--- config.mk ---
export PLATFORM = sky130hd
export DESIGN_NAME = ahb_lite_slave_mux
export DESIGN_NICKNAME = d
export VERILOG_FILES = /design/src/rtl/ahb_pkg.sv /design/src/rtl/ahb_default_slave.sv /design/src/rtl/ahb_lite_slave_mux.sv
export SDC_FILE = /design/constraint.sdc
export NUM_CORES = 1
export LEC_CHECK = 0
export CAP_MARGIN = 10
export CORE_MARGIN = 1.5
export CORE_UTILIZATION = 29
export DETAILED_ROUTE_END_ITERATION = 6
export PLACE_DENSITY = 0.95
export SETUP_SLACK_MARGIN = 0.5
export SYNTH_ARGS = -nofsm -noshare
export SYNTH_HDL_FRONTEND = slang
export SYNTH_SLANG_ARGS = --single-unit
--- constraint.sdc ---
create_clock -name clk -period 3.2 [get_ports clk]
set_input_delay 0.32 -clock clk [delete_from_list [all_inputs] [get_ports clk]]
set_output_delay 0.32 -clock clk [all_outputs]
set_load 0.05 [all_outputs]
--- src/rtl/ahb_pkg.sv ---
// Shared AHB-Lite types and helpers for the slave mux slice.
package ahb_pkg;

    localparam int unsigned ADDR_W    = 32;
    localparam int unsigned DATA_W    = 32;
    localparam int unsigned SEL_IDX_W = 3;
    localparam int unsigned CNT_W     = 8;

    typedef enum logic [1:0] {
        HTRANS_IDLE   = 2'd0,
        HTRANS_BUSY   = 2'd1,
        HTRANS_NONSEQ = 2'd2,
        HTRANS_SEQ    = 2'd3
    } htrans_t;

    typedef enum logic [1:0] {
        HRESP_OKAY  = 2'd0,
        HRESP_ERROR = 2'd1,
        HRESP_RETRY = 2'd2,
        HRESP_SPLIT = 2'd3
    } hresp_t;

    typedef enum logic [1:0] {
        DS_IDLE = 2'd0,
        DS_ERR1 = 2'd1,
        DS_ERR2 = 2'd2
    } dflt_state_t;

    // Data-phase selection captured from the address phase
    typedef struct packed {
        logic                 valid;
        logic [SEL_IDX_W-1:0] idx;
    } dsel_t;

    // Saturating increment used by the error counter
    function automatic logic [CNT_W-1:0] sat_inc(input logic [CNT_W-1:0] v);
        return (&v) ? v : v + CNT_W'(1);
    endfunction

endpackage

--- src/rtl/ahb_default_slave.sv ---
// Default slave: two-cycle ERROR for unmapped active transfers, plus error counter.
module ahb_default_slave
    import ahb_pkg::*;
(
    input  logic             clk,
    input  logic             rst_n,
    input  logic             sel_none,
    input  logic [1:0]       htrans,
    input  logic             hready,
    output logic             dflt_hready,
    output logic             dflt_err,
    output logic [CNT_W-1:0] err_count
);

    dflt_state_t      state_q, state_d;
    logic             hready_q, hready_d;
    logic             err_q, err_d;
    logic [CNT_W-1:0] cnt_q, cnt_d;
    logic             start_err;

    assign start_err = hready && sel_none &&
                       ((htrans == HTRANS_NONSEQ) || (htrans == HTRANS_SEQ));

    // Next state, counter and response outputs decoded from the next state
    always_comb begin
        state_d = state_q;
        cnt_d   = cnt_q;
        case (state_q)
            DS_IDLE: if (start_err) state_d = DS_ERR1;
            DS_ERR1: state_d = DS_ERR2;
            DS_ERR2: state_d = start_err ? DS_ERR1 : DS_IDLE;
            default: state_d = DS_IDLE;
        endcase
        if ((state_d == DS_ERR1) && (state_q != DS_ERR1)) begin
            cnt_d = sat_inc(cnt_q);
        end
        hready_d = (state_d != DS_ERR1);
        err_d    = (state_d != DS_IDLE);
    end

    // State and registered outputs
    always_ff @(posedge clk) begin
        if (!rst_n) begin
            state_q  <= DS_IDLE;
            hready_q <= 1'b1;
            err_q    <= 1'b0;
            cnt_q    <= '0;
        end else begin
            state_q  <= state_d;
            hready_q <= hready_d;
            err_q    <= err_d;
            cnt_q    <= cnt_d;
        end
    end

    assign dflt_hready = hready_q;
    assign dflt_err    = err_q;
    assign err_count   = cnt_q;

endmodule

--- src/rtl/ahb_lite_slave_mux.sv ---
// AHB-Lite address decoder and response mux fanning one master out to NSLAVES slaves.
module ahb_lite_slave_mux
    import ahb_pkg::*;
#(
    parameter int unsigned              NSLAVES = 2,
    parameter logic [NSLAVES*32-1:0]    BASE    = {32'h8000_0000, 32'h0000_0000},
    parameter logic [NSLAVES*32-1:0]    MASK    = {32'hF000_0000, 32'hFFFF_0000}
) (
    input  logic                    clk,
    input  logic                    rst_n,
    input  logic [ADDR_W-1:0]       HADDR,
    input  logic [1:0]              HTRANS,
    output logic                    HREADY,
    output logic [DATA_W-1:0]       HRDATA,
    output logic [1:0]              HRESP,
    output logic [NSLAVES-1:0]      HSEL_S,
    input  logic [NSLAVES-1:0]      HREADYOUT_S,
    input  logic [NSLAVES*32-1:0]   HRDATA_S,
    input  logic [NSLAVES*2-1:0]    HRESP_S,
    output logic [CNT_W-1:0]        err_count
);

    logic                 match_any;
    logic [SEL_IDX_W-1:0] win_idx;
    dsel_t                dsel_q, dsel_d;
    logic                 slv_ready;
    logic [DATA_W-1:0]    slv_rdata;
    logic [1:0]           slv_resp;
    logic                 dflt_hready;
    logic                 dflt_err;

    // Address decode; descending scan so the lowest matching index wins
    always_comb begin
        match_any = 1'b0;
        win_idx   = '0;
        HSEL_S    = '0;
        for (int i = int'(NSLAVES) - 1; i >= 0; i--) begin
            if ((HADDR & MASK[32*i +: 32]) == BASE[32*i +: 32]) begin
                match_any = 1'b1;
                win_idx   = SEL_IDX_W'(i);
                HSEL_S    = '0;
                HSEL_S[i] = 1'b1;
            end
        end
    end

    // Selection advances into the data phase only when the bus is ready
    always_comb begin
        dsel_d = dsel_q;
        if (HREADY) begin
            dsel_d.valid = match_any;
            dsel_d.idx   = win_idx;
        end
    end

    // Data-phase selection register
    always_ff @(posedge clk) begin
        if (!rst_n) begin
            dsel_q <= '0;
        end else begin
            dsel_q <= dsel_d;
        end
    end

    // Pick the data-phase slave's response signals
    always_comb begin
        slv_ready = 1'b1;
        slv_rdata = '0;
        slv_resp  = HRESP_OKAY;
        for (int i = 0; i < int'(NSLAVES); i++) begin
            if (dsel_q.idx == SEL_IDX_W'(i)) begin
                slv_ready = HREADYOUT_S[i];
                slv_rdata = HRDATA_S[32*i +: 32];
                slv_resp  = HRESP_S[2*i +: 2];
            end
        end
    end

    // Final response mux: selected slave or the built-in default slave
    always_comb begin
        if (dsel_q.valid) begin
            HREADY = slv_ready;
            HRDATA = slv_rdata;
            HRESP  = slv_resp;
        end else begin
            HREADY = dflt_hready;
            HRDATA = '0;
            HRESP  = dflt_err ? HRESP_ERROR : HRESP_OKAY;
        end
    end

    ahb_default_slave u_dflt (
        .clk         (clk),
        .rst_n       (rst_n),
        .sel_none    (!match_any),
        .htrans      (HTRANS),
        .hready      (HREADY),
        .dflt_hready (dflt_hready),
        .dflt_err    (dflt_err),
        .err_count   (err_count)
    );

endmodule
* Word-level counts from Yosys, hierarchy flattened
Cells that the tools add are included.
Word-level totals: output and inout port bits 45, bits of input ports 106, register bits 16, word-level logic and storage cells 47
Cells by class: reduce and logical (&&, ||, !) cells 11, $add $sub $neg 1, equal/unequal tests 9, bitwise logic cells 1, mux-type cells 19
Operator list (count):
- 2-to-1 mux 32 bit | 3
- zero test 32 bit | 1
- 2-to-1 mux 2 bit | 6
- adder 8 x 1 -> 8 bit (second input constant) | 1
- 2-to-1 mux 1 bit | 8
- AND reduction 8 bit | 1
- == test 2 bit (second input constant) | 3
- one-hot mux 2 bit (3 select lines) | 1
- == test 2 x 1 -> 1 bit (second input constant) | 2
- == test 4 bit (second input constant) | 1
- != test 2 x 1 -> 1 bit (second input constant) | 2
- == test 3 x 1 -> 1 bit (second input constant) | 1
- logical AND 1 bit | 3
- zero test 3 bit | 1
- 2-to-1 mux 3 bit | 1
- zero test 2 bit | 1
- AND reduction 2 bit | 1
- nonzero test 2 bit | 1
- zero test 1 bit | 1
- logical OR 1 bit | 1
- NOT 1 bit | 1

* Depth between registers and ports, before layout
depth in word-level cells 11, mapped depth 7, depth with buffers taken out 5

* Cells and area by module
Synthesis repeated with hierarchy kept, for this count alone.
Unflattened totals: cells, all modules 146, area total of the unflattened synthesis 1268.7 µm²
Modules (own cells, without submodules):
- ahb_lite_slave_mux | times used 1, area each 742.0 µm², sequential area each 40.0 µm², cells an instance 95
- ahb_default_slave | times used 1, area each 526.8 µm², sequential area each 240.2 µm², cells an instance 51

* Least setup slack after synthesis
OpenSTA, ideal clock, no wires.
path type register -> output, start point register dsel_q[0] (netlist name), end point output port HRESP[0], arrival time 1.817 ns, path slack 1.063 ns, path buffers 2, cell stages (with the launch flop) 5, data required time 2.880 ns, path through dfxtp_1 > buf_6 > clkbuf_1 > mux2i_1 > a21oi_1
On the way: longest elaborated chain between the ends 4, elaborated cells on any way between the ends 5, classes of those cells 1 x eq/ne; 3 x mux; 1 x reduce/logical
RTL lines:
- start, declared | RTL line ahb_lite_slave_mux.sv:25 | dsel_t dsel_q, dsel_d;
- start signal, assigned | RTL line ahb_lite_slave_mux.sv:61 | dsel_q <= dsel_d;
- zero test 3 bit | RTL line ahb_lite_slave_mux.sv:71 | if (dsel_q.idx == SEL_IDX_W'(i)) begin
- 2-to-1 mux 2 bit | RTL line ahb_lite_slave_mux.sv:71
- 2-to-1 mux 2 bit (*) | RTL line ahb_lite_slave_mux.sv:71
- 2-to-1 mux 2 bit (*) | RTL line ahb_lite_slave_mux.sv:81 | if (dsel_q.valid) begin
- end, declared | RTL line ahb_lite_slave_mux.sv:15 | output logic [1:0] HRESP,
Every way passes the cells marked *; elsewhere a longest branch is shown, timed or not.

* Worst setup path in the final report
start point input port HREADYOUT_S[1], end point output port HREADY
On the way: longest elaborated chain between the ends 2
RTL lines:
- start, declared | RTL line ahb_lite_slave_mux.sv:17 | input logic [NSLAVES-1:0] HREADYOUT_S,
- 2-to-1 mux 1 bit | RTL line ahb_lite_slave_mux.sv:71
- 2-to-1 mux 1 bit | RTL line ahb_lite_slave_mux.sv:81
- end, declared | RTL line ahb_lite_slave_mux.sv:13 | output logic HREADY,
Every way passes these cells.

==> results.md <==
* Outcome: finished, final reports clean
* Met1 WL at 1.861 mm
* Hold_ws at 397.9 ps
* Multi-input gate area at 907.1 sq um
* Number of global-route vias before repair at 1306
* Yosys top cell by area: mux2i_1
* Post-synth cell types at 28
* Drt total wl at 5.130 mm
* Post-layout minimum cycle time at 2487 ps
* Post-synthesis cell count at approximately 150
* CP arrival at 2170 ps
* Overflow after GRT at 0
* Starting DRC count in detailed routing at 44
* Wirelength per Cell at 15.36 microns
* Most frequent cells in the layout: clkdlybuf4s50_1, mux2i_1, nor2b_1
* Worst Setup Start Kind: input pin
* Setup-failing EPs final at 0
* Max layer used: met4
* Clock Latency Late Sink at approximately 250 ps
* CP Data Required Time at 2880 ps
* Crit share post-route at 77.72%
* Slowest-stage cell, CP: clkdlybuf4s50_1
* Routed wire length on met2 at approximately 2.6 mm
* Die H at 68.72 microns
* Cts hold-fix bufs at 0
* Hold/Removal Path Class: reg2reg
* Pin count of the biggest net entering global routing at 34
* Clock slew at reported path FFs at 50 ps
* Initial Util at 30.65%
* Core area at 4086 sq um
* Antenna-violating nets left at 0
* Worst-margin pin slew at 536.4 ps
* H-tree depth at 1
* CP endpoint kind: primary output
* CTS Buf Count at 3
* Post-DP HPWL at 4.261 mm
* RSZ-0062 raised after global routing: no
* RePlAce Congestion at about 0.7
* Clk buf depth at 2
* TritonRoute pass-1 iters at 4
* Setup TNS at 0 ps
* Avg Synthesized Cell Area at around 8 sq um
* Via density at around 5
* FF/Latch Area at 281.5 sq um
* Pins Over Slew Limit at 0
* Relative slew slack at 64.13%
* Die area at 4722 sq um
* Setup Buffers After CTS at 0
* GRT Util Overall at between 10% and 20%
* Hold_sp: u_dflt.state_q[1]
* IO Port Bufs at 133
* Row count at 23
* Mapped Nets at 261
* Synth top area share at 28.77%
* Ys Warns at 0
* Top cells by area, synth: mux2i_1, dfxtp_1, nor2b_1, a21oi_1, or3_1
* I/O pin count at 151
* P&R area growth vs syn at 114.1%
* Worst Skew at 4.012 ps
* Crit-path max cell delay at 880 ps
* Met3 routed WL at between 500 and 600 microns
* Most common cell after layout, fill and taps aside: clkdlybuf4s50_1
* Proportion of layout cells with a drive suffix above 1 at just under 4%
* Post-route design area at 2681 sq um
* Post-placement cell area at 2624 sq um
* Fill count at ~340
* Sequential-to-total area share from yosys stat at 22.38%
* Setup Crit Path Kind: in2out
* Maximum VDD drop at approximately 0.00033 V
* Reg-to-reg critical path startpoint: dsel_q[3]
* Most common cell on crit path: clkdlybuf4s50_1
* Max Freq at 402.1 MHz
* Post-layout util at between 60% and 70%
* Clock sinks at 14
* Antenna violations before repair at 0
* Crit-path cells: clkdlybuf4s50_1 -> mux2i_1 -> a21oi_1 -> clkdlybuf4s50_1
* Pwr per Cell Area at about 220 nW/um^2
* Mapped cell area at 1252 sq um
* Remaining DRCs at 0
* Vias at ~1600
* Root Buffer: clkbuf_8
* Final #Nets at around 390
* Leakage power at 0.9225 nW
* Antenna diode count at 0
* Die X at 68.72 microns
* First-pass GRT wire length at 6.251 mm
* Final hold violation count at 0
* CTS tree: yes
* Max Cap Viol at 0
* Critical path peak fanout at 3
* Critical path origin: HREADYOUT_S[1]
* Yosys reg bits at 14
metal layers:
metal  up-vias  track usage [%]
met4         0            6.373
li1        811                -
met5         -                0
met2        76            32.81
met3         9            4.545
met1       730            19.43
final timing paths:
kind	slack, ps	cells past startpoint	endpoint
setup / recovery	710	4	HREADY
setup reg to reg	1120	5	u_dflt.err_count[7]
hold / removal	400	1	u_dflt.state_q[1]
hold reg to reg	400	1	u_dflt.state_q[1]
critical path: cells and delay by family:
kind / cells / cell delay [ps]
multiplexers: 1 / 130
buffers and inverters: 2 / 1330
AO/OA/AOI/OAI: 1 / 380
sequential cells by signal, indices dropped and copies added (netlist names):
register	cells
u_dflt.err_count	8
dsel_q	2
u_dflt.state_q	2
u_dflt.dflt_err	1
u_dflt.dflt_hready	1
metrics by stage:
| stage | worst slack (ps) | total power (W) | std cells |
|---|---|---|---|
| after floorplan | 1063 | 0.0002853 | 154 |
| after global placement | 649.5 | 0.0004191 | 330 |
| after detailed placement | 625.9 | 0.0004242 | 330 |
| after CTS | 611.0 | 0.0006000 | 334 |
| after global routing | 619.1 | 0.0006255 | 334 |
| final | 712.9 | 0.0005970 | 334 |
synth_stat cells:
cell	n
a2111oi_4	1
a21oi_1	9
a41oi_1	1
and4_1	1
buf_1	2
buf_2	1
buf_6	1
clkbuf_1	6
dfxtp_1	14
ha_1	1
inv_1	5
mux2i_1	36
nand2_1	5
nand3_1	4
nand3b_1	1
nand4_1	2
nor2_1	8
nor2b_1	33
nor3_1	2
nor3b_1	1
nor4_1	2
o211ai_2	1
o21ai_0	6
o31ai_1	2
or2_2	1
or3_1	5
or4_1	2
xor2_1	1
cell families (layout without fill, tap and decap cells):
family          count (synthesis)  after routing  synth area share [%]
compound gates                 20             20                 11.09
xor+xnor                        1              1                0.6994
fa+ha+maj                       1              1                0.9988
buf+inv                        15            145                 5.195
flops                          14             14                 22.38
mux                            36             36                 28.77
simple gates                   67             67                 30.87
area by class of cell:
class | count | area share [%]
timing repair buffer | 136 | 50.58
clock buffer | 4 | 2.053
multi-input combinational | 125 | 33.83
inverter | 5 | 0.7000
tap | 50 | 2.333
sequential | 14 | 10.50
what timing repair did:
| action | CTS | global route |
|---|---|---|
| resized for setup | 0 | 1 |
| hold endpoints to repair | 0 | 0 |
| endpoints found under the setup margin | 0 | 1 |
power breakdown:
part	switching, W	internal [W]	leakage, nW
Combinational	0.0000941	0.000139	0.779
Clock	0.0000667	0.000109	0.0288
Sequential	0.00000686	0.000181	0.114
Power figures use the tool's default switching activity.
==> variant (config.mk and constraints unchanged) <==
Reset style: asynchronous (`rst_n`), changed in 2 clocked blocks.
--- a/src/rtl/ahb_default_slave.sv
+++ b/src/rtl/ahb_default_slave.sv
@@ -39,7 +39,7 @@
     end
 
     // State and registered outputs
-    always_ff @(posedge clk) begin
+    always_ff @(posedge clk or negedge rst_n) begin
         if (!rst_n) begin
             state_q  <= DS_IDLE;
             hready_q <= 1'b1;
--- a/src/rtl/ahb_lite_slave_mux.sv
+++ b/src/rtl/ahb_lite_slave_mux.sv
@@ -54,7 +54,7 @@
     end
 
     // Data-phase selection register
-    always_ff @(posedge clk) begin
+    always_ff @(posedge clk or negedge rst_n) begin
         if (!rst_n) begin
             dsel_q <= '0;
         end else begin
Function: differs if rst_n is asserted again (counterexample within 4 cycles, from zero or initial values and one cycle with rst_n low); with rst_n held inactive, the same outputs for 10 cycles.
==> variant against the original RTL <==
  * Setup slack worse by 0.10 ns
  * Design area is 3.4% higher
  * Cell count is 2.1% lower
  * First-iteration DRC count is 27% higher
  * Fmax is 4.0% lower
  * Sequential cell count stayed put
  * Routed wire length is 2.1% lower
  * Area after synthesis is 5.7% higher
  * Critical path type unchanged
  * Highest routed layer unchanged
Power is not compared: it rests on default switching activity, and its combinational part moved more than twofold at a synthesized area within 25%.
==> variant: results (changes against the original RTL) <==
* Adder-cell share of the synthesized area at 0.00945 (-0.000538)
* Post-layout nets at 383 (-2.3%)
* Top post-synthesis cells by count: mux2i_1, nor2b_1, dfrtp_1
* Run status: complete, no violations
* Crit path largest cell delay at 0.81 ns (-0.07 ns)
* Starting DRT DRC Count at 56 (+27%)
* Synth top area cells: mux2i_1, dfrtp_1, nor2b_1
* XOR/XNOR Fraction of Synth Area at 0.0132 (+0.00624)
* First-pass GRT wire length at 7560 µm (+21%)
* Syn nets at 251 (-3.8%)
* Asr flop ratio synth at 1.00 (+1.00)
* CP arrival at 2.27 ns (+0.10 ns)
* Clock Skew at 0.00417 ns (+0.000157 ns)
* Syn. warnings at 0 (unchanged)
* Maximum vdd drop at 457 µV
* Dpl hpwl at 4030 µm (-5.5%)
* Top_reg_cell synth: dfrtp_1
* Sequential share of the synthesized area at 0.266 (+0.0418)
* Vias in the first global route at 1500 (+15%)
* Yosys cell types at 30 (+7.1%)
* Placer Congestion at 0.743 (+5.1%)
* Mux cell area share after synthesis at 0.323 (+0.0355)
* Gr usage total at 0.184 (+0.00634)
* Per-cell routed wire length at 15.4 µm (about the same)
* Worst slew pin tran at 0.840 ns (+0.304 ns)
* Dpl ws at 0.573 ns (-0.0533 ns)
* Share of layout cells above drive strength 1 at 0.0509 (+0.0122)
* Worst skew pair latency at 0.24 ns
* Synth Area in Compound Gates at 0.0907 (-0.0202)
* Diodes inserted at 0 (unchanged)
* Largest net degree at the start of global routing at 28 (-18%)
* Routed vias at 1588 (-2.3%)
## variant: cell types whose count changed in the layout (fill, tap and decap cells not counted), moves of 3 or more
| cell | delta |
|---|---|
| clkdlybuf4s50_1 | -3 |
| dfxtp_1 | -13 |
| a21oi_1 | -6 |
| dfrtp_1 | +12 |
| o2111ai_1 | +3 |
| or3_1 | -4 |
| mux2_2 | +3 |
| nand3_1 | -3 |
| o211ai_1 | +4 |
| mux2_1 | +3 |
| o21ai_0 | -5 |
## variant: where the power goes
group,total (µW),switching (µW),internal [µW]
clock,172,63.1,109
combinational,1330,801,528
sequential,335,89.1,246
total,1840,953,884
## variant: cells by family after synthesis
kind of cell             Yosys count
XOR/XNOR                           2
flip-flops                        14
AND/OR/NAND/NOR                   58
multiplexers                      42
AO/OA/AOI/OAI                     14
buffers and inverters             13
adder cells (fa/ha/maj)            1
## variant: area by class of cell
type | count | area, µm²
fillers | 354 | 1610
inverters | 4 | 15.0
clock buffers | 4 | 55.1
multi-input cells | 117 | 916
repair buffers | 136 | 1370
flip-flops and latches | 14 | 355
well taps | 52 | 65.1
## variant: worst reg2reg max path, delay by kind of cell (launching register included)
| family | cells | cell delay, ns |
|---|---|---|
| flops | 1 | 0.60 |
| buf+inv | 1 | 0.22 |
| compound gates | 2 | 0.86 |
| mux | 2 | 0.53 |
## variant: stage by stage
stage	util	hold WS [ns]	cell area (µm²)	total power [µW]	std cells
2_1_floorplan	-	0.0244	1320	1190	144
3_3_place_gp	0.614	0.394	2690	1640	322
3_5_place_dp	0.614	0.395	2690	1660	322
4_1_cts	0.627	0.405	2750	1840	326
5_1_grt	0.632	0.439	2770	1930	327
6_report	0.632	0.406	2770	1840	327
## variant: final timing paths
path | from | end | slack [ns] | depth (start not counted)
worst max register to register | dsel_q[0] | u_dflt.err_count[1] | 0.86 | 5
worst min-delay path | u_dflt.state_q[1] | u_dflt.state_q[1] | 0.41 | 1
worst min register to register | u_dflt.state_q[1] | u_dflt.state_q[1] | 0.41 | 1
min in group asynchronous | rst_n | dsel_q[3] | 0.46 | 1
worst max-delay path | HADDR[31] | HSEL_S[0] | 0.61 | 5
max in group asynchronous | rst_n | dsel_q[0] | 2.29 | 1
## variant: per-layer routing
metal	global-route usage	vias up	routed length [µm]
li1	-	769	-
met1	0.231	743	2050
met2	0.334	70	2580
met3	0.0328	6	326
met4	0.0314	0	64
met5	0	-	0
## variant: what timing repair did
action / in CTS / in global routing
buffers inserted: 0 / 1
resized for setup: 1 / 3
endpoints found under the setup margin: 10 / 8
endpoints found under the hold margin: 0 / 0
